==> src/rtl/busca_instrucao_pkg.sv <==
// busca_instrucao_pkg: shared FSM encoding, instruction field positions and opcode constants
package busca_instrucao_pkg;
  typedef enum logic [1:0] {ST_RESET, ST_FETCH, ST_WAIT, ST_VALID} state_t;
  localparam logic [31:0] PC_RESET_DEF = 32'h0000_0000;
  localparam int OP_HI = 31, OP_LO = 26;
  localparam int RS_HI = 25, RS_LO = 21;
  localparam int RT_HI = 20, RT_LO = 16;
  localparam int RD_HI = 15, RD_LO = 11;
  localparam int SH_HI = 10, SH_LO = 6;
  localparam int FN_HI = 5, FN_LO = 0;
  localparam int IM_HI = 15, IM_LO = 0;
  localparam logic [5:0] OP_ADD   = 6'b000000;
  localparam logic [5:0] OP_ADDI  = 6'b001000;
  localparam logic [5:0] OP_RESET = 6'b111111;
endpackage

==> src/rtl/busca_instrucao_decodificador_campos.sv <==
// decodificador_campos: combinational split of an instruction word into its fields
module decodificador_campos
  import busca_instrucao_pkg::*;
(
  input  logic [31:0] ir_i,
  output logic [5:0]  opcode_o,
  output logic [4:0]  rs_o,
  output logic [4:0]  rt_o,
  output logic [4:0]  rd_o,
  output logic [4:0]  shamt_o,
  output logic [5:0]  funct_o,
  output logic [15:0] imm16_o
);
  assign opcode_o = ir_i[OP_HI:OP_LO];
  assign rs_o     = ir_i[RS_HI:RS_LO];
  assign rt_o     = ir_i[RT_HI:RT_LO];
  assign rd_o     = ir_i[RD_HI:RD_LO];
  assign shamt_o  = ir_i[SH_HI:SH_LO];
  assign funct_o  = ir_i[FN_HI:FN_LO];
  assign imm16_o  = ir_i[IM_HI:IM_LO];
endmodule

==> src/rtl/busca_instrucao.sv <==
// busca_instrucao: instruction fetch stage owning the PC, fixed-latency memory read and IR handshake
module busca_instrucao
  import busca_instrucao_pkg::*;
#(
  parameter int unsigned MEM_LAT  = 2,
  parameter logic [31:0] PC_RESET = PC_RESET_DEF
) (
  input  logic        clk,
  input  logic        reset,
  output logic        mem_rd,
  output logic [31:0] mem_addr,
  input  logic [31:0] mem_data,
  input  logic        pc_load,
  input  logic [31:0] pc_in,
  input  logic        instr_ready,
  output logic        instr_valid,
  output logic [31:0] pc,
  output logic [31:0] pc_plus4,
  output logic [31:0] ir,
  output logic [5:0]  OPCODE,
  output logic [4:0]  rs,
  output logic [4:0]  rt,
  output logic [4:0]  rd,
  output logic [4:0]  shamt,
  output logic [5:0]  funct,
  output logic [15:0] imm16,
  output logic        fault
);
  state_t      state_q;
  logic [2:0]  cnt_q;
  logic [31:0] pc_q, pc_d, ir_q, pend_q;
  logic        pend_v_q, fault_q, mem_rd_q, valid_q, ld_ok;
  assign ld_ok = pc_load && (pc_in[1:0] == 2'b00);
  assign pc_plus4 = pc_q + 32'd4;
  // a same-cycle aligned load beats a latched target, which beats sequential flow
  assign pc_d = ld_ok ? pc_in : pend_v_q ? pend_q : pc_plus4;
  always_ff @(posedge clk or negedge reset) begin
    if (!reset) begin
      state_q  <= ST_RESET;
      cnt_q    <= '0;
      pc_q     <= PC_RESET;
      ir_q     <= '0;
      pend_q   <= '0;
      pend_v_q <= 1'b0;
      fault_q  <= 1'b0;
      mem_rd_q <= 1'b0;
      valid_q  <= 1'b0;
    end else begin
      case (state_q)
        ST_RESET: begin
          state_q  <= ST_FETCH;
          mem_rd_q <= 1'b1;
        end
        ST_FETCH: begin
          state_q  <= ST_WAIT;
          mem_rd_q <= 1'b0;
          cnt_q    <= 3'(MEM_LAT);
        end
        ST_WAIT: begin
          cnt_q <= cnt_q - 3'd1;
          if (cnt_q == 3'd1) begin
            ir_q    <= mem_data;
            valid_q <= 1'b1;
            state_q <= ST_VALID;
          end
        end
        ST_VALID: begin
          if (pc_load && !ld_ok) fault_q <= 1'b1;
          if (instr_ready) begin
            pc_q     <= pc_d;
            pend_q   <= '0;
            pend_v_q <= 1'b0;
            valid_q  <= 1'b0;
            mem_rd_q <= 1'b1;
            state_q  <= ST_FETCH;
          end else if (ld_ok) begin
            pend_q   <= pc_in;
            pend_v_q <= 1'b1;
          end
        end
        default: state_q <= ST_RESET;
      endcase
    end
  end
  assign mem_rd      = mem_rd_q;
  assign mem_addr    = pc_q;
  assign pc          = pc_q;
  assign ir          = ir_q;
  assign instr_valid = valid_q;
  assign fault       = fault_q;
  decodificador_campos u_dec (
    .ir_i    (ir_q),
    .opcode_o(OPCODE),
    .rs_o    (rs),
    .rt_o    (rt),
    .rd_o    (rd),
    .shamt_o (shamt),
    .funct_o (funct),
    .imm16_o (imm16)
  );
endmodule

==> config.mk <==
export PLATFORM = sky130hd
export DESIGN_NAME = busca_instrucao
export DESIGN_NICKNAME = d
export VERILOG_FILES = /design/src/rtl/busca_instrucao_pkg.sv /design/src/rtl/busca_instrucao_decodificador_campos.sv /design/src/rtl/busca_instrucao.sv
export SDC_FILE = /design/constraint.sdc
export NUM_CORES = 1
export LEC_CHECK = 0
export CAP_MARGIN = 20
export CELL_PAD_IN_SITES_DETAIL_PLACEMENT = 1
export CELL_PAD_IN_SITES_GLOBAL_PLACEMENT = 1
export CORE_ASPECT_RATIO = 0.75
export CORE_UTILIZATION = 51
export CTS_CLUSTER_SIZE = 28
export DETAILED_ROUTE_END_ITERATION = 12
export DONT_BUFFER_PORTS = 1
export GPL_ROUTABILITY_DRIVEN = 0
export PLACE_DENSITY_LB_ADDON = 0.1
export SETUP_SLACK_MARGIN = 0.05
export SYNTH_ARGS = -nofsm -noshare
export SYNTH_HDL_FRONTEND = slang
export SYNTH_SLANG_ARGS = --single-unit
==> constraint.sdc <==
create_clock -name clk -period 5.95 [get_ports clk]
set_clock_uncertainty 0.05 [all_clocks]
set_input_delay 1.19 -clock clk [delete_from_list [all_inputs] [get_ports clk]]
set_output_delay 1.19 -clock clk [all_outputs]
set_load 0.005 [all_outputs]
==> Yosys cells after proc, flatten, opt, wreduce, memory -nomap -nowiden <==
Cells that the tools add are included.
{ "totals": {"ff_bits": 105, "inputBits": 68, "out_inout_bits": 179, "wordCells": 48} }
{ "classes": {"add_sub_neg": 2, "eq_ne": 6, "muxes": 15, "n_reduce_logical": 16} }
{ "ops": {"columns": ["op", "n"], "rows": [
  ["$mux 32", 4],
  ["$add 32x3->32 const B", 1],
  ["$reduce_and 2->1", 6],
  ["$pmux 2 s4", 1],
  ["$pmux 3 s2", 1],
  ["$reduce_bool 2->1", 3],
  ["$mux 1", 5],
  ["$eq 2x2->1 const B", 2],
  ["$logic_not 2->1", 2],
  ["$mux 2", 2],
  ["$ne 2x2->1 const B", 2],
  ["$eq 3x1->1 const B", 1],
  ["$pmux 1 s3", 1],
  ["$reduce_and 3->1", 1],
  ["$reduce_bool 3->1", 1],
  ["$sub 3x1->3 const B", 1],
  ["$eq 2x1->1 const B", 1],
  ["$logic_and 1x1->1", 2],
  ["$pmux 1 s2", 1],
  ["$logic_not 1->1", 1]
]} }

==> Longest topological paths before layout <==
Gate-level depths: netlist of run 1.
{ "depth": {"word_depth": 5, "mapped_depth": 7, "ltp_nobuf": 7} }

==> Hierarchy <==
From an unflattened synthesis of run 1, not the netlist that was laid out.
{ "unflattened": {"cells_unflattened": 660, "area_unflattened_um2": 6226.0} }
{ "by_module_without_submodules": {"columns": ["mod", "n_inst", "cells_per_inst", "area_each_um2", "seq_area_each_um2"], "rows": [
  ["busca_instrucao", 1, 612, 5865.6, 2627.5],
  ["decodificador_campos", 1, 48, 360.3, 0.0]
]} }

==> Worst setup path after synthesis of run 1 <==
Ideal clock, no wire load.
{ "synth_timing": {"path_kind": "register to output", "start": "reg pc_q[2], in the netlist mem_addr[2]", "end": "out pc_plus4[18]", "t_arrival_ps": 1610, "required_time_ps": 4710, "setup_slack_ps": 3100, "path_stages_with_launch": 6, "n_path_buf": 0, "path_cell_list": "dfrtp_1 -> ha_1 -> nand3_1 -> nor4_4 -> nand3_1 -> xnor2_1"} }
{ "synth_between": {"elab_chain_cells": 1} }
{ "synth_lines": {"columns": ["item", "line", "rtl"], "rows": [
  ["start: declaration", "busca_instrucao.sv:31", "logic [31:0] pc_q, pc_d, ir_q, pend_q;"],
  ["start signal: assignment", "busca_instrucao.sv:70", "pc_q <= pc_d;"],
  ["$add 32x3->32", "busca_instrucao.sv:34", "assign pc_plus4 = pc_q + 32'd4;"],
  ["end: declaration", "busca_instrucao.sv:18", "output logic [31:0] pc_plus4,"]
]} }
Every way passes these cells.

==> Final worst setup path of run 1 <==
{ "layout_timing": {"start": "reg pc_q[4], in the netlist mem_addr[4]", "end": "out pc_plus4[25]"} }
Same word-level chain as after synthesis.

==> metrics.txt, run 1 <==
wirelength, routed=between 15000 and 20000 µm; post-synthesis async set-or-reset flop share=100%; YS warnings=0; CP arrival=approximately 2600 ps; P_leak=about 2.6 nW; Die Y=97.9 µm; Post-CTS Setup Repair Bufs=0; Final period util=between 60% and 70%; Final #Nets=623; Fill cells=1316; CP Data Required Time=between 4000 and 5000 ps; iteration count of the initial detailed-routing pass=5; number of cell rows=34; Fin Setup TNS=0 ps; post-synthesis mux area share=7.12%; clk sinks=105; power share of the sequential group=between 40 and 50%; Simple-Gate Fraction of Synth Area=approximately 12%; P_sw=between 1 and 1.5 mW; pwr/cell area=roughly 540 mW/mm²; Adder-Cell Fraction of Synth Area=under 10%; Post-Synthesis Cell Area=~0.0063 mm²; top_reg_cell synth=dfrtp_1; routed vias=around 4500; worst IR drop on VDD=0.000217 V; Sw Share=between 40 and 50%; clock tree buffer depth=2; slew at the pin closest to its max-slew limit=between 900 and 1000 ps; number of gates resized after cts=0; Relative slew margins=39.9%; antenna cells=0; commonest non-fill, non-tap cell in the layout=dfrtp_1; setup repair after global routing missed its margin=false; slowest CP cell=nor4_4; post-synthesis cell count=656; most frequent cells in the layout=dfrtp_1, nor2_1, inv_1, nand2_1, mux2_2; Power Internal=roughly 1.8 mW; die area=0.0127 mm²; MaxCap Viol Count=0; H-tree Lvls=3; kind of end point of the critical path=output pin; DRC=0; sequential area share after synthesis=42.0%; core area=approximately 0.012 mm²; area of the multi-input gates=around 0.0027 mm²; post-route ant nets=0; Reg2Reg Setup Slack=~3000 ps; synthesized netlist net count=around 730; status=completed; Synth Area in XOR/XNOR=a little under 4%; Root Driver=clkbuf_16; count of different cell masters after synthesis=57; I/O pin count=about 250; crit path cell chain=nand4_2, nor4_4, nand4_1, xnor2_1; number of global-route vias before repair=roughly 4700; WL per Instance=approximately 23 µm; first-pass GRT wire length=approximately 26000 µm; CTS tree=built; GR Overflow Total=0; setup violators final=0; layout cells sized above 1=between 10 and 15%; initial drt markers=between 200 and 300; all-layer global routing usage=27.0%; cts bufs inserted=9; Final HPWL DP=about 11000 µm; Synth Area in Compound Gates=around 17%; initial antenna violation count=0; final hold vios=0; crit-path max cell delay=780 ps; largest family of logic cells by synthesized area=compound AO/OA/AOI/OAI gates; Worst setup SP type=flop; CTS clock-pin slew for the worst setup and hold paths=70 ps; Fmax achieved=between 200 and 300 MHz; Chip Width=130 µm; Period minus WS final=about 3800 ps; starting density of the core=between 50% and 60%; CTS Hold Buffers Added=0; hold slack=between 400 and 500 ps; PortBufs=0; Comb pwr share=between 30 and 40%; Setup CP Type=flop to output pin; synthesized area per cell=approximately 9.5 µm²; Hold Crit Class=flop to flop; largest net degree at the start of global routing=~110; drt via density=approximately 6.3; area grow syn2layout=-4.44%; register bit total from synthesis=105; Post-synth EDFFs=0; Clock Latency Late Sink=between 300 and 400 ps; crit-path max FO=12; FF+latch area=0.00263 mm²; Final Slew Violations=0; Clk pwr share=between 10% and 20%
[worst max-delay path: cells and delay by family, from the launching register on]
family | cells | cell delay (ps)
xor+xnor | 1 | 270
flops | 1 | 520
simple gates | 3 | 1410
[flip-flops by register name (all words and copies together), names as in the netlist]
register and count:
fault 1, pend_v_q 1, instr_valid 1, cnt_q 3
pend_q 32, mem_addr 32, mem_rd 1, ir 32
state_q 2
[per-layer routing]
metal	share of wire (%)	track usage [%]	vias up	routed length, µm
met5	0	0	-	0
met2	47	43.4	188	7830
met3	8.5	9.75	21	1410
li1	-	-	2006	-
met4	1.5	6.26	0	241
met1	43	34.7	2281	7110
[stage by stage]
step | total power, mW | util, % | area [µm²] | worst slack (ps) | std cells
finish | 3.25 | 50.8 | 5980 | 2150 | 714
global route | 3.49 | 50.8 | 5980 | 1960 | 714
detailed placement | 2.67 | 48.3 | 5690 | 2510 | 699
floorplan | 2.67 | - | 6260 | 3100 | 656
CTS | 3.26 | 50.8 | 5980 | 2120 | 714
global placement | 2.59 | 48.3 | 5690 | 2600 | 699
[synth_stat cells (3+ instances only)]
cell type / number / area [µm²]
dfrtp_1: 105 / 2630
buf_4: 83 / 623
nor2_1: 51 / 191
inv_1: 41 / 154
nand2_1: 38 / 143
mux2_2: 36 / 405
o22ai_1: 34 / 213
clkbuf_1: 28 / 105
a31oi_1: 25 / 156
a21oi_1: 20 / 100
nand3_1: 20 / 100
xnor2_1: 19 / 166
a22oi_1: 17 / 128
o21ai_0: 17 / 85.1
o31a_1: 10 / 87.6
xor2_1: 9 / 78.8
and3_1: 8 / 50.1
ha_1: 7 / 87.6
a221o_1: 6 / 60.1
nand4_1: 6 / 37.5
buf_1: 5 / 18.8
buf_6: 5 / 56.3
o211ai_1: 5 / 37.5
a2bb2oi_1: 4 / 35.0
and2_1: 4 / 25.0
mux2i_1: 4 / 40.0
nor2b_1: 4 / 25.0
a211o_1: 3 / 26.3
a221oi_1: 3 / 26.3
a22o_1: 3 / 26.3
and4_1: 3 / 26.3
nand4_2: 3 / 37.5
[area by class of cell]
type	instances	share of cell area, %
clock buffer	10	3.83
sequential	105	43.9
timing repair buffer	6	0.962
clock inverter	5	0.962
inverter	41	2.57
multi-input combinational	385	44.4
tap	162	3.39
[final timing paths]
check / start / to / cells after the start
worst max-delay path: mem_addr[4]$_DFFE_PN0P_ / pc_plus4[25] / 4
worst min-delay path: fault$_DFFE_PN0P_ / fault$_DFFE_PN0P_ / 1
worst max register to register: state_q[1]$_DFFE_PN0P_ / mem_addr[6]$_DFFE_PN0P_ / 6
worst min register to register: fault$_DFFE_PN0P_ / fault$_DFFE_PN0P_ / 1
max in group asynchronous: reset / mem_addr[19]$_DFFE_PN0P_ / 0
min in group asynchronous: reset / mem_addr[0]$_DFFE_PN0P_ / 0
[kinds of logic after synthesis]
kind of cell,count (synthesis)
buffers and inverters,166
multiplexers,40
AO/OA/AOI/OAI,158
adder cells (fa/ha/maj),7
flip-flops,105
XOR/XNOR,28
AND/OR/NAND/NOR,152
[power by group through the flow]
stage | registers [mW] | clock network [mW] | logic (mW)
floorplan | 1.33 | 0 | 1.34
global placement | 1.49 | 0 | 1.10
detailed placement | 1.51 | 0 | 1.15
CTS | 1.50 | 0.602 | 1.16
global route | 1.57 | 0.632 | 1.29
finish | 1.50 | 0.593 | 1.16
No activity file was read; power rests on OpenSTA's default activity.
==> run 2: changes to the inputs <==
--- a/config.mk
+++ b/config.mk
@@ -9,7 +9,7 @@
 export CELL_PAD_IN_SITES_DETAIL_PLACEMENT = 1
 export CELL_PAD_IN_SITES_GLOBAL_PLACEMENT = 1
 export CORE_ASPECT_RATIO = 0.75
-export CORE_UTILIZATION = 51
+export CORE_UTILIZATION = 47
 export CTS_CLUSTER_SIZE = 28
 export DETAILED_ROUTE_END_ITERATION = 12
 export DONT_BUFFER_PORTS = 1
==> constraint.sdc (replaced) <==
create_clock -name clk -period 4 [get_ports clk]
set_clock_uncertainty 0.05 [all_clocks]
set_input_delay 0.8 -clock clk [delete_from_list [all_inputs] [get_ports clk]]
set_output_delay 0.8 -clock clk [all_outputs]
set_load 0.005 [all_outputs]
==> metrics.txt, run 2 (same netlist as run 1, synthesis figures left out) <==
post-route ant nets=0 (unchanged); worst IR drop on VDD=0.000322 V (+48%); wirelength, routed=15900 µm (-3.9%); Hold Crit Class=primary input to asynchronous set/reset pin; MaxCap Viol Count=0 (unchanged); setup violators final=0 (unchanged); layout cells sized above 1=13.4% (+0.94 points); DRC=0 (unchanged); most frequent cells in the layout=dfrtp_1, nor2_1, inv_1, nand2_1, mux2_2; Clock Latency Late Sink=360 ps (about the same); H-tree Lvls=3 (unchanged); final hold vios=0 (unchanged); largest net degree at the start of global routing=106 (unchanged); post-layout instance area=0.00606 mm² (+1.3%); pwr/cell area=813 mW/mm² (+50%); Final period util=86.9%; die area=0.0138 mm² (+8.4%); kind of end point of the critical path=output pin; clock tree buffer depth=2 (unchanged); area of the multi-input gates=0.00265 mm² (unchanged); Fin Setup TNS=0 ps (unchanged); drt via density=6.11 (-3.0%); FF+latch area=0.00263 mm² (unchanged); Tot Pwr=4.93 mW (+52%); clk sinks=105 (unchanged); Final #Nets=628 (+0.80%); slowest CP cell=nor4_4; final core area utilization=46.7% (-4.0 points); crit-path max FO=12 (unchanged); initial antenna violation count=0 (unchanged); PortBufs=0 (unchanged); area grow syn2layout=-3.16%; worst r2r path cells=5 (-1); I/O pin count=247 (unchanged); cts bufs inserted=9 (unchanged); initial drt markers=303 (+19%); number of global-route vias before repair=4563 (-3.0%); iteration count of the initial detailed-routing pass=4 (-1); routed vias=4454 (-0.93%); antenna cells=0 (unchanged); Root Driver=clkbuf_16; Setup CP Type=flop to output pin; WL per Instance=21.9 µm (-5.9%); Final Slew Violations=0 (unchanged); Worst setup SP type=flop; CP Data Required Time=3150 ps (-1560 ps); CTS Hold Buffers Added=0 (unchanged); commonest non-fill, non-tap cell in the layout=dfrtp_1; first-pass GRT wire length=24900 µm (-5.5%); Period minus WS final=~3500 ps; slew at the pin closest to its max-slew limit=938 ps (+36.2 ps); P_leak=2.60 nW (+1.7%); Fill cells=1463 (+11%); CTS tree=built; Fmax achieved=288 MHz; all-layer global routing usage=23.5% (-3.6 points); Final HPWL DP=10900 µm (-5.2%); GR Overflow Total=0 (unchanged); CTS clock-pin slew for the worst setup and hold paths=70 ps (about the same); number of gates resized after cts=0 (unchanged); Post-CTS Setup Repair Bufs=0 (unchanged); Chip Width=135 µm (+4.1%); Die Y=102 µm (+4.1%); Relative slew margins=37.3% (-2.5 points); CP arrival=2630 ps (+70 ps); setup repair after global routing missed its margin=false; status=completed; crit path cell chain=nand4_2, nor4_4, nand2_1, nor2_1, xor2_1; hold slack=85.0 ps (-376 ps); number of cell rows=36 (+5.9%); placed cell areas=0.00573 mm² (+0.64%); starting density of the core=48.2% (-4.9 points); crit-path max cell delay=820 ps (+40 ps); core area=0.0130 mm² (+10%)
-- run 2: through the flow --
stage,cells,worst slack [ps]
6_report,729,522
3_5_place_dp,713,910
5_1_grt,729,396
2_1_floorplan,656,1540
3_3_place_gp,713,978
4_1_cts,729,521
-- run 2: worst paths after layout --
| path | from | end | slack (ps) |
|---|---|---|---|
| worst max-delay path | mem_addr[4]$_DFFE_PN0P_ | pc_plus4[31] | 520 |
| worst min-delay path | reset | mem_addr[13]$_DFFE_PN0P_ | 90 |
| worst min register to register | pend_q[0]$_DFFE_PN0P_ | pend_q[0]$_DFFE_PN0P_ | 480 |
| min in group clk | pend_q[0]$_DFFE_PN0P_ | pend_q[0]$_DFFE_PN0P_ | 480 |
| max in group asynchronous | reset | mem_addr[23]$_DFFE_PN0P_ | 3630 |
| worst max register to register | mem_addr[4]$_DFFE_PN0P_ | mem_addr[27]$_DFFE_PN0P_ | 1290 |
-- run 2: final cells by class --
type	instances	share of cell area [%]
multi-input cells	385	43.8
flip-flops and latches	105	43.4
clock buffers	12	4.23
well taps	171	3.53
inverters	41	2.54
repair buffers	11	1.36
clock inverters	4	1.22
-- run 2: power breakdown --
part           switching [mW]  internal (mW)
Combinational           0.988          0.748
Clock                   0.411          0.585
Sequential              0.662           1.53
Total                    2.06           2.87
-- run 2: critical path: cells and delay by family, from the launching register on --
| family | cells | cell delay [ps] |
|---|---|---|
| xor+xnor | 1 | 220 |
| flops | 1 | 550 |
| simple gates | 4 | 1490 |
-- run 2: per-layer routing --
| metal | routed length (µm) | vias up | track usage [%] |
|---|---|---|---|
| met5 | 0 | - | 0 |
| met4 | 110 | 0 | 5.53 |
| met3 | 930 | 9 | 5.95 |
| met2 | 7890 | 123 | 39.8 |
| met1 | 7010 | 2309 | 30.2 |
| li1 | - | 2013 | - |
==> run 3: changes to the inputs <==
--- a/config.mk
+++ b/config.mk
@@ -9,8 +9,9 @@
 export CELL_PAD_IN_SITES_DETAIL_PLACEMENT = 1
 export CELL_PAD_IN_SITES_GLOBAL_PLACEMENT = 1
 export CORE_ASPECT_RATIO = 0.75
-export CORE_UTILIZATION = 47
-export CTS_CLUSTER_SIZE = 28
+export CORE_UTILIZATION = 49
+export CTS_BUF_LIST = sky130_fd_sc_hd__clkbuf_8
+export CTS_CLUSTER_SIZE = 10
 export DETAILED_ROUTE_END_ITERATION = 12
 export DONT_BUFFER_PORTS = 1
 export GPL_ROUTABILITY_DRIVEN = 0
==> metrics.txt, run 3 (same netlist as run 1, synthesis figures left out) <==
initial antenna violation count=0 (unchanged); P_leak=2.53 nW (-2.4%); CP Data Required Time=3150 ps (about the same); DRC=0 (unchanged); Fmax achieved=293 MHz (+2.0%); largest net degree at the start of global routing=106 (unchanged); most frequent cells in the layout=dfrtp_1, nor2_1, inv_1, nand2_1, mux2_2; CTS clock-pin slew for the worst setup and hold paths=110 ps (+40 ps); MaxCap Viol Count=0 (unchanged); all-layer global routing usage=24.9% (+1.5 points); drt via density=6.21 (+1.6%); Chip Width=133 µm (-2.0%); crit path cell chain=ha_1, nand3_1, nor4_4, nand3_1, xnor2_1; power share of the sequential group=47.5% (+2.9 points); met3 Track Usage GR=7.83% (+1.9 points); setup violators final=0 (unchanged); Root Driver=clkbuf_8; Worst Path Buf+Inv=0 (unchanged); area grow syn2layout=-5.42%; CTS Hold Buffers Added=0 (unchanged); slowest CP cell=nor4_4; layout cells sized above 1=13.1% (-0.31 points); Fill cells=1427 (-2.5%); H-tree Lvls=3 (unchanged); Hold Crit Class=primary input to asynchronous set/reset pin; Post-CTS Setup Repair Bufs=0 (unchanged); setup repair after global routing missed its margin=false; worst IR drop on VDD=0.000309 V (-4.2%); FF+latch area=0.00263 mm² (unchanged); Final HPWL DP=11200 µm (+2.7%); die area=0.0132 mm² (-4.0%); met1 Use GR=31.9% (+1.7 points); CTS tree=built; Final Slew Violations=0 (unchanged); Worst setup SP type=flop; Final #Nets=626 (-0.32%); I/O pin count=247 (unchanged); Die Y=99.9 µm (-2.0%); routed vias=4483 (+0.65%); Power Internal=2.61 mW (-8.9%); cts bufs inserted=9 (unchanged); Period minus WS final=3410 ps (-68.5 ps); kind of end point of the critical path=output pin; number of cell rows=35 (-2.8%); number of gates resized after cts=0 (unchanged); busiest layer in global routing=met2; GR Overflow Total=0 (unchanged); Final period util=85.2% (-1.7 points); commonest non-fill, non-tap cell in the layout=dfrtp_1; first-pass GRT wire length=25500 µm (+2.3%); most frequent CP cell=nand3_1; Tot Pwr=4.66 mW (-5.5%); Comb pwr share=37.0% (+1.8 points); clk sinks=105 (unchanged); post-route ant nets=0 (unchanged); met2 usage=41.7% (+1.9 points); status=completed; PortBufs=0 (unchanged); starting density of the core=50.7% (+2.4 points); core area=0.0123 mm² (-4.8%); Fin Setup TNS=0 ps (unchanged); WL per Instance=22.4 µm (+2.6%); Clk pwr share=15.5% (-4.7 points); initial drt markers=208 (-31%); crit-path max FO=10 (-2); CP arrival=2560 ps (-70 ps); clock tree buffer depth=2 (unchanged); Relative slew margins=44.0% (+6.6 points); Clock Latency Late Sink=380 ps (+20 ps); pwr/cell area=787 mW/mm² (-3.2%); crit-path max cell delay=650 ps (-170 ps); iteration count of the initial detailed-routing pass=4 (unchanged); area of the multi-input gates=0.00265 mm² (unchanged); final hold vios=0 (unchanged); antenna cells=0 (unchanged); Crit path max-delay family=simple AND/OR/NAND/NOR gates; number of global-route vias before repair=4593 (+0.66%); Setup CP Type=flop to output pin; slew at the pin closest to its max-slew limit=838 ps (-99.6 ps); Sw Share=43.9% (+2.1 points); P_sw=2.04 mW (-0.76%); wirelength, routed=16200 µm (+1.6%)
-- run 3: cell types whose count changed in the layout (fill, tap and decap cells not counted) --
cell / previous run / this run
clkinv_2: 1 / 3
inv_6: 1 / 0
clkbuf_8: 2 / 9
clkbuf_1: 1 / 0
buf_4: 11 / 9
inv_1: 41 / 42
clkinvlp_4: 0 / 1
clkbuf_16: 9 / 0
-- run 3: worst paths after layout --
| check | end | depth (start not counted) | from | slack, ps |
|---|---|---|---|---|
| min in group clk | pend_q[9]$_DFFE_PN0P_ | 1 | instr_ready | 460 |
| min reg2reg | fault$_DFFE_PN0P_ | 1 | fault$_DFFE_PN0P_ | 480 |
| max | pc_plus4[24] | 5 | mem_addr[2]$_DFFE_PN0P_ | 590 |
| min | mem_addr[9]$_DFFE_PN0P_ | 0 | reset | 50 |
| max in group asynchronous | mem_addr[30]$_DFFE_PN0P_ | 0 | reset | 3610 |
| max reg2reg | mem_addr[27]$_DFFE_PN0P_ | 5 | mem_addr[4]$_DFFE_PN0P_ | 1380 |
-- run 3: final cells by class --
| cell class | count | area share [%] |
|---|---|---|
| multi-input cells | 385 | 44.8 |
| flip-flops and latches | 105 | 44.4 |
| well taps | 166 | 3.51 |
| inverters | 41 | 2.60 |
| clock buffers | 9 | 2.09 |
| clock inverters | 7 | 1.46 |
| repair buffers | 9 | 1.14 |
-- run 3: layer usage --
metal,routed length (µm),share of wire (%)
met5,0,0
met4,99,0.61
met3,1140,7.0
met2,7880,49
met1,7080,44
-- run 3: power by group through the flow --
stage	clock [mW]	combinational, mW	sequential (mW)
6_report	0.724	1.72	2.21
5_1_grt	0.781	1.93	2.31
4_1_cts	0.744	1.73	2.22
3_5_place_dp	0	1.73	2.23
3_3_place_gp	0	1.65	2.21
2_1_floorplan	0	1.99	1.98
-- run 3: per-stage QoR --
stage	hold slack (ps)	area, µm²	cells	utilization (%)	setup slack, ps
finish	52.1	5920	722	47.9	591
global route	30.7	5920	722	47.9	358
CTS	38.1	5920	722	47.9	565
detailed placement	457	5710	706	46.2	1010
global placement	454	5710	706	46.2	1050
floorplan	418	6260	656	-	1540
